`config.mk`:
```
export PLATFORM = sky130hd
export DESIGN_NAME = branch_pred_ctrl
export DESIGN_NICKNAME = d
export VERILOG_FILES = /design/src/rtl/branch_pred_ctrl_pkg.sv /design/src/rtl/branch_pred_ctrl_bp_sat_cnt2.sv /design/src/rtl/branch_pred_ctrl.sv
export SDC_FILE = /design/constraint.sdc
export NUM_CORES = 2
export LEC_CHECK = 0
export BUFFER_PORTS_ARGS = -buffer_cell sky130_fd_sc_hd__buf_2
export CAP_MARGIN = 20
export CORE_MARGIN = 2
export CORE_UTILIZATION = 59
export DETAILED_ROUTE_END_ITERATION = 8
export PLACE_DENSITY_LB_ADDON = 0.1
export SYNTH_ARGS = -nofsm -noshare
export SYNTH_HDL_FRONTEND = slang
export SYNTH_SLANG_ARGS = --single-unit
export TNS_END_PERCENT = 30
```
`constraint.sdc`:
```
create_clock -name clk -period 16.2 [get_ports clk]
set_clock_uncertainty 0.2 [all_clocks]
set_input_delay 3.24 -clock clk [delete_from_list [all_inputs] [get_ports clk]]
set_output_delay 3.24 -clock clk [all_outputs]
set_load 0.05 [all_outputs]
```
`src/rtl/branch_pred_ctrl_pkg.sv`:
```
// Shared definitions for the branch predictor: FSM states, 2-bit counter
// encodings and the PC field positions used to index/tag the table.
package branch_pred_ctrl_pkg;

    typedef enum logic {
        BP_ST_INIT = 1'b0,
        BP_ST_RUN  = 1'b1
    } bp_state_t;

    localparam logic [1:0] BP_CNT_SNT = 2'b00;
    localparam logic [1:0] BP_CNT_WNT = 2'b01;
    localparam logic [1:0] BP_CNT_WT  = 2'b10;
    localparam logic [1:0] BP_CNT_ST  = 2'b11;

    localparam int BP_PC_LSB = 2;

endpackage

```
`src/rtl/branch_pred_ctrl_bp_sat_cnt2.sv`:
```
// Combinational next value of a 2-bit saturating direction counter.
module bp_sat_cnt2
    import branch_pred_ctrl_pkg::*;
(
    input  logic [1:0] cnt_in,
    input  logic       taken,
    output logic [1:0] cnt_out
);

    always_comb begin
        cnt_out = cnt_in;
        if (taken) begin
            if (cnt_in != BP_CNT_ST) cnt_out = cnt_in + 2'b01;
        end else begin
            if (cnt_in != BP_CNT_SNT) cnt_out = cnt_in - 2'b01;
        end
    end

endmodule

```
`src/rtl/branch_pred_ctrl.sv`:
```
// Direct-mapped BHT/BTB: one-cycle IF lookup, retrained from EX resolution,
// with a post-reset sweep that invalidates every entry.
module branch_pred_ctrl
    import branch_pred_ctrl_pkg::*;
#(
    parameter int         INDEX_W     = 6,
    parameter int         TAG_W       = 8,
    parameter logic [1:0] CNT_INIT_T  = 2'b10,
    parameter logic [1:0] CNT_INIT_NT = 2'b01
) (
    input  logic        clk,
    input  logic        resetn,
    input  logic        if_req,
    input  logic [31:0] if_pc,
    output logic        pred_valid,
    output logic        pred_taken,
    output logic [31:0] pred_target,
    input  logic        ex_update,
    input  logic [31:0] ex_pc,
    input  logic        ex_act_taken,
    input  logic [31:0] ex_target,
    output logic        busy
);

    localparam int ENTRIES = 1 << INDEX_W;
    localparam int TAG_LSB = INDEX_W + BP_PC_LSB;
    localparam int TAG_MSB = INDEX_W + TAG_W + BP_PC_LSB - 1;

    logic              valid_q  [ENTRIES];
    logic [TAG_W-1:0]  tag_q    [ENTRIES];
    logic [1:0]        cnt_q    [ENTRIES];
    logic [31:0]       target_q [ENTRIES];

    bp_state_t          state_q, state_d;
    logic [INDEX_W-1:0] init_ptr_q, init_ptr_d;

    logic               pred_valid_q, pred_taken_q;
    logic [31:0]        pred_target_q;

    logic [INDEX_W-1:0] if_idx, ex_idx;
    logic [TAG_W-1:0]   if_tag, ex_tag;
    logic               lk_taken, ex_hit;
    logic [1:0]         cnt_next;
    logic               unused_pc_bits;

    assign if_idx = if_pc[TAG_LSB-1:BP_PC_LSB];
    assign if_tag = if_pc[TAG_MSB:TAG_LSB];
    assign ex_idx = ex_pc[TAG_LSB-1:BP_PC_LSB];
    assign ex_tag = ex_pc[TAG_MSB:TAG_LSB];
    assign unused_pc_bits = ^{if_pc[31:TAG_MSB+1], if_pc[1:0],
                              ex_pc[31:TAG_MSB+1], ex_pc[1:0]};

    always_ff @(posedge clk) begin
        if (!resetn) begin
            state_q    <= BP_ST_INIT;
            init_ptr_q <= '0;
        end else begin
            state_q    <= state_d;
            init_ptr_q <= init_ptr_d;
        end
    end

    always_comb begin
        state_d    = state_q;
        init_ptr_d = init_ptr_q;
        case (state_q)
            BP_ST_INIT: begin
                init_ptr_d = init_ptr_q + 1'b1;
                if (init_ptr_q == INDEX_W'(ENTRIES - 1)) state_d = BP_ST_RUN;
            end
            BP_ST_RUN: ;
            default: state_d = BP_ST_INIT;
        endcase
    end

    assign busy = (state_q == BP_ST_INIT);

    // Stale table contents during the sweep must never produce a taken prediction.
    assign lk_taken = if_req && (state_q == BP_ST_RUN) && valid_q[if_idx]
                      && (tag_q[if_idx] == if_tag) && cnt_q[if_idx][1];

    always_ff @(posedge clk) begin
        if (!resetn) begin
            pred_valid_q  <= 1'b0;
            pred_taken_q  <= 1'b0;
            pred_target_q <= '0;
        end else begin
            pred_valid_q  <= if_req;
            pred_taken_q  <= lk_taken;
            pred_target_q <= lk_taken ? target_q[if_idx] : 32'h0;
        end
    end

    assign pred_valid  = pred_valid_q;
    assign pred_taken  = pred_taken_q;
    assign pred_target = pred_target_q;

    assign ex_hit = valid_q[ex_idx] && (tag_q[ex_idx] == ex_tag);

    bp_sat_cnt2 u_sat_cnt (
        .cnt_in  (cnt_q[ex_idx]),
        .taken   (ex_act_taken),
        .cnt_out (cnt_next)
    );

    // Table arrays are not reset; the INIT sweep invalidates them instead.
    always_ff @(posedge clk) begin
        if (resetn) begin
            if (state_q == BP_ST_INIT) begin
                valid_q[init_ptr_q] <= 1'b0;
            end else if (ex_update) begin
                if (ex_hit) begin
                    cnt_q[ex_idx] <= cnt_next;
                end else begin
                    valid_q[ex_idx] <= 1'b1;
                    tag_q[ex_idx]   <= ex_tag;
                    cnt_q[ex_idx]   <= ex_act_taken ? CNT_INIT_T : CNT_INIT_NT;
                end
                if (ex_act_taken) target_q[ex_idx] <= ex_target;
            end
        end
    end

endmodule

```
==> impl_metrics.env <==
export IMPL_tritoncts="done"
export IMPL_arrival_ns=9.35
export IMPL_synth_edf_count=2752
export IMPL_power_mw=15.1
export IMPL_std_cell_rows=160
export IMPL_max_freq_mhz=112
export IMPL_place_hpwl_mm=164
export IMPL_remaining_antenna_violation_count_after_routing=0
export IMPL_track_usage=0.316
export IMPL_final_min_clock_period_ns=8.93
export IMPL_internal_power_component_mw=12.0
export IMPL_final_cell_mix="sky130_fd_sc_hd__edfxtp_1, sky130_fd_sc_hd__mux4_2, sky130_fd_sc_hd__clkbuf_16"
export IMPL_timing_max_slew_rel_slack=0.151
export IMPL_detailroute_via_count=57500
export IMPL_critical_path_top_delay_family="compound AO/OA/AOI/OAI gates"
export IMPL_post_cts_setup_buffer_count=0
export IMPL_worst_setup_path_start_kind="input port"
export IMPL_final_setup_viol_count=0
export IMPL_fin_nets=5491
export IMPL_die_height_microns=440
export IMPL_io_buffer_count=99
export IMPL_synthMuxAreaShare=0.191
export IMPL_post_synth_fa_ha_maj_area_fraction=0.000112
export IMPL_clk_pin_slew_ns=0.06
export IMPL_synth_xor_xnor_area_share=0.00148
export IMPL_combined_buffer_and_inverter_count_along_the_critical_path=5
export IMPL_cap_violations=0
export IMPL_synth_simple_area_share=0.0234
export IMPL_power_per_cell_area_mw_per_mm2=120
export IMPL_hp_class="register to register"
export IMPL_synth_seq_cells=2793
export IMPL_max_slew_worst_pin_slew_ns=1.27
export IMPL_period_share=0.551
export IMPL_chipWidth_microns=440
export IMPL_ctsLongestPathBuffers=4
export IMPL_pin_count=136
export IMPL_postSynthAreaPerCell_sq_um=22.0
export IMPL_total_congestion_overflow=0
export IMPL_stage_delay_of_the_slowest_cell_on_the_critical_path_ns=0.98
export IMPL_switching_share=0.209
export IMPL_synthesis_yosys_warnings=0
export IMPL_drt_pre_antenna_iters=6
export IMPL_p_clk_frac=0.422
export IMPL_yosysSeqAreaShare=0.744
export IMPL_syn_instance_count=5104
export IMPL_core_sq_mm=0.190
export IMPL_setup_repair_after_global_routing_missed_its_margin="no"
export IMPL_synth_compound_area_share=0.0269
export IMPL_drt_total_wl_mm=301
export IMPL_maxSlewViolCount=0
export IMPL_cellLeakagePower_nw=39.3
export IMPL_synth_async_sr_flop_share=0
export IMPL_layoutNonFillerInstCount=8114
export IMPL_routed_wire_length_per_instance_microns=37.1
export IMPL_synth_top_family_by_area="multiplexers"
export IMPL_tritoncts_num_buffers=297
export IMPL_nFillCells=12100
export IMPL_drt_drc_violations_left=0
export IMPL_area_growth_pct=12.0
export IMPL_cts_repair_resize_count=0
export IMPL_netlist_area_sq_mm=0.112
export IMPL_comb_power_share=0.052
export IMPL_timing_worst_setup_path_type="input port to register"
export IMPL_worst_ir_drop_vdd_mv=0.120
export IMPL_synth_distinct_cells=72
export IMPL_postSynthNetCount=5206
export IMPL_final_core_util=0.663
export IMPL_gp_congestion=0.945
export IMPL_insertion_delay_to_the_later_sink_of_the_worst_skew_pair_ns=0.92
export IMPL_global_route_wire_length_before_repair_mm=426
export IMPL_area_of_the_die_sq_mm=0.194
export IMPL_timing_critical_path_cells="buf_4 > buf_12 > nor2b_2 > buf_4 > a22oi_1 > o32ai_1 > a311o_1 > a2111oi_0 > a31oi_1 > or3_1 > nor4_4 > buf_4 > nor2_4 > o311a_2 > buf_16"
export IMPL_post_drt_via_cell_ratio=7.09
export IMPL_finalHoldViolations=0
export IMPL_tns_ns=0
export IMPL_critical_path_top_cell_by_count="sky130_fd_sc_hd__buf_4"
export IMPL_start_util=0.592
export IMPL_worst_endpoint_required_ns=16.62
export IMPL_share_of_post_route_cells_with_drive_strength_above_1=0.312
export IMPL_numClockSinks=2793
export IMPL_timing_critical_path_slowest_stage_cell="sky130_fd_sc_hd__a2111oi_0"
export IMPL_switchingPower_mw=3.16
export IMPL_antenna_violations_before_repair=26
export IMPL_cts_htree_levels=5
export IMPL_first_global_vias=57200
export IMPL_cts_hold_buf=0
export IMPL_sequentialPowerShare=0.526
export IMPL_grt_max_degree=141
export IMPL_layout_commonest_cell="sky130_fd_sc_hd__edfxtp_1"
export IMPL_cts_root_buffer_cell="sky130_fd_sc_hd__clkbuf_16"
export IMPL_crit_fanout=77
export IMPL_run_status="finished, final reports clean"
export IMPL_end_kind="register"
export IMPL_initialDrtViolationCount=8639
export IMPL_numPlacedInstances=7582
export IMPL_main_synth_ff_type="sky130_fd_sc_hd__edfxtp_1"
-- stage by stage --
stage          setup slack (ns)  cell area, sq um  hold WS (ns)
2_1_floorplan              6.90            112000         0.375
3_3_place_gp               6.60            116000         0.418
3_5_place_dp               6.55            116000         0.442
4_1_cts                    7.51            125000         0.453
5_1_grt                    7.16            126000         0.494
6_report                   7.27            126000         0.448
-- power by group through the flow --
stage	clock network, mW	logic (mW)	registers (mW)
6_report	6.37	0.788	7.95
5_1_grt	6.73	0.824	7.94
4_1_cts	6.45	0.770	7.95
3_5_place_dp	0	0.769	8.10
3_3_place_gp	0	0.758	8.10
2_1_floorplan	0	0.454	8.10
-- registers in the layout (all words and copies together) (netlist names), 6 cells and up --
signal and count:
target_q 2048, valid_q 64, cnt_q 128, init_ptr_q 6, tag_q 512, pred_target 32
-- tightest hold or removal path, cell delays in order (launching register included) --
cell                       delay (ns)
sky130_fd_sc_hd__dfxtp_1         0.41
sky130_fd_sc_hd__nand3_1         0.12
sky130_fd_sc_hd__a21boi_0        0.08
-- cells by family (layout without fill, tap and decap cells) --
| logic type | Yosys count | after routing |
|---|---|---|
| xor gates and xnor gates | 19 | 19 |
| and+or+nand+nor | 513 | 513 |
| DFF | 2793 | 2793 |
| buffers and inverters | 355 | 849 |
| adders and majority gates | 1 | 1 |
| muxes | 997 | 997 |
| AOI/OAI and AO/OA | 426 | 426 |
| other | 0 | 5 |
-- path summary, 6_finish.rpt --
check / cells past startpoint / start / slack, ns / to
worst max-delay path: 15 / ex_pc[3] / 7.27 / cnt_q[15][0]
worst min-delay path: 2 / init_ptr_q[2] / 0.45 / state_q
worst max register to register: 12 / tag_q[37][0] / 10.62 / cnt_q[15][0]
worst min register to register: 2 / init_ptr_q[2] / 0.45 / state_q
-- cells in the mapped netlist, drive strengths merged (12+ instances only) --
master / instances / area (sq um)
edfxtp: 2752 / 82600
mux4: 910 / 20500
clkbuf: 201 / 756
buf: 144 / 676
nor2: 110 / 413
a21oi: 93 / 465
nand2: 88 / 330
nor3: 82 / 410
a22oi: 79 / 598
a221oi: 59 / 517
mux2i: 55 / 551
and3: 51 / 319
nand3: 50 / 250
nor2b: 44 / 275
dfxtp: 41 / 821
and2: 37 / 231
a31oi: 35 / 250
o21ai: 34 / 170
mux2: 32 / 364
a211oi: 25 / 188
o22ai: 22 / 138
a22o: 15 / 131
o211ai: 12 / 90.1
-- layer usage --
| layer | part of all wire | vias up | GRT usage |
|---|---|---|---|
| met5 | 0.00014 | - | 0 |
| met1 | 0.37 | 30600 | 0.447 |
| met4 | 0.045 | 6 | 0.131 |
| met3 | 0.099 | 707 | 0.0590 |
| met2 | 0.48 | 3571 | 0.495 |
| li1 | - | 22600 | - |
-- cell type report --
type                       instances  area [sq um]  area share
antenna                            5          12.5   0.0000996
clock buffer                     386          8020      0.0638
clock inverter                   122           955     0.00760
inverter                          10          37.5    0.000299
multi-input combinational       1956         27400       0.218
sequential                      2793         83500       0.664
tap                             2511          3140      0.0250
timing repair buffer             331          2610      0.0208
Note: power is estimated with default switching activity, not from simulation.
